### src/rtl/npc_redirect.sv
// npc_redirect: fetch PC register and next-PC selection.
// Computes branch, J and JR targets from the ID-stage instruction.
// A redirect that arrives while fetch is stalled is latched until the stall drops.
// Exception entry and ERET override everything except reset.
module npc_redirect #(
  parameter logic [31:0] RESET_PC = 32'h0000_3000,
  parameter logic [31:0] EXC_VEC  = 32'h0000_4180
) (
  input  logic        clk,
  input  logic        reset,
  input  logic        stall,
  input  logic [31:0] id_pc,
  input  logic        br_valid,
  input  logic        br_taken,
  input  logic [15:0] br_imm,
  input  logic        j_valid,
  input  logic [25:0] j_index,
  input  logic        jr_valid,
  input  logic [31:0] jr_target,
  input  logic        exc_req,
  input  logic        eret_req,
  input  logic [31:0] epc,
  output logic [31:0] pc,
  output logic [31:0] pc_plus8,
  output logic        redir_pend,
  output logic        pc_misalign
);

  typedef enum logic [0:0] {
    RUN  = 1'b0,
    HOLD = 1'b1
  } state_t;

  state_t      state;
  state_t      state_next;
  logic [31:0] pc_next;
  logic [31:0] pend_target;
  logic [31:0] pend_next;

  logic [31:0] id_pc_plus4;
  logic [31:0] br_tgt;
  logic [31:0] j_tgt;
  logic [31:0] redir_tgt;
  logic        redir;

  // Candidate targets. All adds wrap modulo 2^32.
  // The J target takes its top nibble from the delay-slot address.
  assign id_pc_plus4 = id_pc + 32'd4;
  assign br_tgt      = id_pc_plus4 + {{14{br_imm[15]}}, br_imm, 2'b00};
  assign j_tgt       = {id_pc_plus4[31:28], j_index, 2'b00};
  assign redir       = (br_valid & br_taken) | j_valid | jr_valid;

  // Choose the redirect target. If the decoder ever asserts more than one
  // valid, J wins over JR, and JR wins over a taken branch.
  always_comb begin
    redir_tgt = br_tgt;
    if (j_valid)
      redir_tgt = j_tgt;
    else if (jr_valid)
      redir_tgt = jr_target;
  end

  // Next-PC, pending-target and state selection, in priority order.
  // Exception entry and ERET bypass the stall and drop any latched redirect.
  // While in HOLD and still stalled, new redirect inputs are ignored, so the
  // same branch being re-presented in ID does no harm.
  always_comb begin
    pc_next    = pc;
    state_next = state;
    pend_next  = pend_target;
    if (exc_req) begin
      pc_next    = EXC_VEC;
      state_next = RUN;
    end else if (eret_req) begin
      pc_next    = epc;
      state_next = RUN;
    end else if (state == RUN) begin
      if (redir && !stall) begin
        pc_next = redir_tgt;
      end else if (redir && stall) begin
        pend_next  = redir_tgt;
        state_next = HOLD;
      end else if (!stall) begin
        pc_next = pc + 32'd4;
      end
    end else begin
      if (!stall) begin
        pc_next    = pend_target;
        state_next = RUN;
      end
    end
  end

  // State register. Reset takes priority over every other input.
  always_ff @(posedge clk) begin
    if (reset) begin
      pc          <= RESET_PC;
      state       <= RUN;
      pend_target <= '0;
    end else begin
      pc          <= pc_next;
      state       <= state_next;
      pend_target <= pend_next;
    end
  end

  // Link value for JAL/JALR/BxxAL, pending flag, and fetch alignment fault.
  assign pc_plus8    = id_pc + 32'd8;
  assign redir_pend  = (state == HOLD);
  assign pc_misalign = |pc[1:0];

endmodule
### config.mk
export PLATFORM = sky130hd
export DESIGN_NAME = npc_redirect
export DESIGN_NICKNAME = d
export VERILOG_FILES = /design/src/rtl/npc_redirect.sv
export SDC_FILE = /design/constraint.sdc
export NUM_CORES = 1
export LEC_CHECK = 0
export BUFFER_PORTS_ARGS = -buffer_cell sky130_fd_sc_hd__clkbuf_2
export CAP_MARGIN = 5
export CORE_ASPECT_RATIO = 1.4
export CORE_UTILIZATION = 57
export DETAILED_ROUTE_END_ITERATION = 16
export GPL_ROUTABILITY_DRIVEN = 0
export HOLD_SLACK_MARGIN = 0.12
export PLACE_DENSITY = 0.95
export SYNTH_ARGS = -nofsm -noshare
export SYNTH_HDL_FRONTEND = slang
export SYNTH_SLANG_ARGS = --single-unit
### constraint.sdc
create_clock -name clk -period 12.6 [get_ports clk]
set_clock_uncertainty 0.15 [all_clocks]
set_input_delay 1.89 -clock clk [delete_from_list [all_inputs] [get_ports clk]]
set_output_delay 1.89 -clock clk [all_outputs]
set_load 0.01 [all_outputs]
==> summary.txt <==
status - finished, final reports clean
crit path max fanout - 8
P&R area growth vs syn - 19.27%
WP data arrival - 4.04 ns
Total Routing Usage GR - 0.3641
Num CTS Buffers - 9
Finish-stage setup viols - 0
Die ar. - 12640 sq um
beginning of the critical path - id_pc[3]
First DRT Iteration DRCs - 589
Std-Cell Core Area - 11880 sq um
Syn. warnings - 0
DR WL/cell - 17.79 um
initial antenna violation count - 1
R2R depth - 8
clk slew on worst S/H paths - 0.06 ns
pins over their slew limit - 0
synthesized area - 6948 sq um
Placed Area - 7978 sq um
crit share post-route - 0.4825
synthesis-stage register bit count - 65
Initial Utilization - 0.5849
unrepaired setup endpoints after global routing - false
P per Cell Area - 88.61 nW/um^2
Main synth FF type - dfxtp_1
EDFF count, synth - 0
DP HPWL - 17360 um
Netlist cell types - 73
ys async rst share - 0
r2r startpoint - pc[13]
die width - 95.31 um
post-CTS setup buffer count - 0
boundary pin count - 213
count of hold buffers inserted by post-cts repair - 0
Hold Path Class - reg2reg
peak supply drop - 0.00007683 V
# port buffers - 212
Cells after Synth - 992
Pwr Total - 0.0007343 W
Root Buffer - clkbuf_16
Inst Count DP - 1290
H-tree levels - 3
CP Launch Type - primary input
Hold Vio Cnt, Final - 0
largest net degree at the start of global routing - 67
Resize count post-CTS - 0
CP required - 10.56 ns
maximum root-to-sink buffer count - 2
Critical Setup Path Class - in2out
CTS tree - done
sequential area share after synthesis - 0.1873
Hold Crit Depth - 2
layout cell share with drive strength beyond 1 - 0.2183
first-pass GRT wire length - 36780 um
GR Overflow Total - 0
number of global-route vias before repair - 7605
die height - 132.6 um
Fin Setup TNS - 0 ns
Slew headroom - 0.1332
fin cells - 1307
DR DRC count - 0
HP Start - pend_target[25]
Skew-Pair Late Insertion Delay - 0.34 ns
row cnt - 47
Max-cap violations - 0
Pre-Repair DR Iteration Count - 7
Lkg Pwr - 3.534 nW
Post-DRT Antenna Nets - 0
fin crit period - 6.079 ns
drt total wl - 23250 um
Post-Syn Nets - 1174
CP endpoint kind - output pin
vias per inst - 6.425
clock sinks - 65
vias - 8397
Least-Margin Pin Slew - 1.295 ns
# nets final - 1336
post-route cell area - 8287 sq um
f_max - 0.1645 GHz
syn avg cell area - 7.004 sq um
[cell usage after synthesis (17+ instances only)]
master    number  area (sq um)
a21oi_1      100         500.5
clkbuf_1      49         183.9
dfxtp_1       65          1301
ha_1          34         425.4
inv_1         17         63.81
nand2_1      123         461.7
nand3_1       49         245.2
nand4_1       24         150.1
nor2_1        96         360.4
nor3_1        25         125.1
o21ai_0       48         240.2
o221ai_1      18         157.7
xnor2_1       62         543.0
xor2_1        32         280.3
[state kept, by name (all words and copies together) (netlist names), named ones only]
name,cells
redir_pend,1
pc,30
pend_target,32
[layout by cell type, fill, tap and decap left out, types with 6 or more instances in the layout]
cell type	n
xor2_1	32
o21ai_0	48
o221ai_1	18
and3_1	15
buf_4	8
o21bai_1	6
o211ai_1	12
a21o_1	14
a21oi_1	100
or3_1	8
o21a_1	8
nor3_1	25
nand2b_1	10
clkbuf_16	9
nand3_1	49
nand2_1	123
nand4_1	24
and2_1	9
a221oi_1	16
ha_1	34
mux2i_1	11
dfxtp_1	65
nor2_1	95
inv_1	17
o22ai_1	9
a31oi_1	8
xnor2_1	62
clkbuf_2	212
a211oi_1	16
o21ai_1	12
[report_power, final]
| group | switching [W] | total (W) | internal (W) |
|---|---|---|---|
| sequential | 0.0000120 | 0.000228 | 0.000216 |
| combinational | 0.000150 | 0.000249 | 0.0000987 |
| clock | 0.0000943 | 0.000257 | 0.000163 |
| total | 0.000257 | 0.000734 | 0.000478 |
[layout make-up]
type / instances / area (sq um)
multi-input cells: 839 / 5300
fillers: 1048 / 3592
flip-flops and latches: 65 / 1301
repair buffers: 220 / 1121
clock buffers: 11 / 252.7
well taps: 147 / 183.9
inverters: 19 / 71.32
clock inverters: 5 / 53.80
diodes: 1 / 2.502
[cell families (layout without fill, tap and decap cells)]
| family | Yosys count | in the layout | share of synthesized area |
|---|---|---|---|
| AND/OR/NAND/NOR | 385 | 385 | 0.2606 |
| AO/OA/AOI/OAI | 311 | 311 | 0.2979 |
| XOR/XNOR | 94 | 94 | 0.1185 |
| adder cells (fa/ha/maj) | 35 | 35 | 0.06411 |
| other | 0 | 1 | 0 |
| buffers and inverters | 88 | 255 | 0.05096 |
| flip-flops | 65 | 65 | 0.1873 |
| multiplexers | 14 | 14 | 0.02071 |
[per-stage QoR]
stage / util / setup WS (ns) / hold WS, ns
6_report: 0.6976 / 6.521 / 0.3023
5_1_grt: 0.6976 / 6.405 / 0.3112
4_1_cts: 0.6974 / 6.527 / 0.3006
3_5_place_dp: 0.6716 / 6.474 / 0.2959
3_3_place_gp: 0.6716 / 6.645 / 0.2883
2_1_floorplan: - / 7.012 / 0.2800
[metal layers]
metal	wire length, um	global-route usage	part of all wire	up-vias
li1	-	-	-	3966
met1	8782	0.4363	0.38	3756
met2	11060	0.6004	0.48	561
met3	2079	0.05747	0.089	114
met4	1329	0.2130	0.057	0
met5	0	0	0	-
[path summary, 6_finish.rpt]
kind / end / slack [ns]
setup / recovery: pc_plus8[29] / 6.52
hold / removal: pend_target[25] / 0.30
setup reg to reg: pc[31] / 9.65
hold reg to reg: pend_target[25] / 0.30
[critical path: stages]
cell and delay, ns:
clkbuf_2 0.16, ha_1 0.27, nand2_1 0.07, nor2_1 0.43
and4_1 0.36, and3_1 0.23, and3_1 0.23, nand3_1 0.10
xnor2_1 0.14, clkbuf_2 0.15
Power figures use the tool's default switching activity.
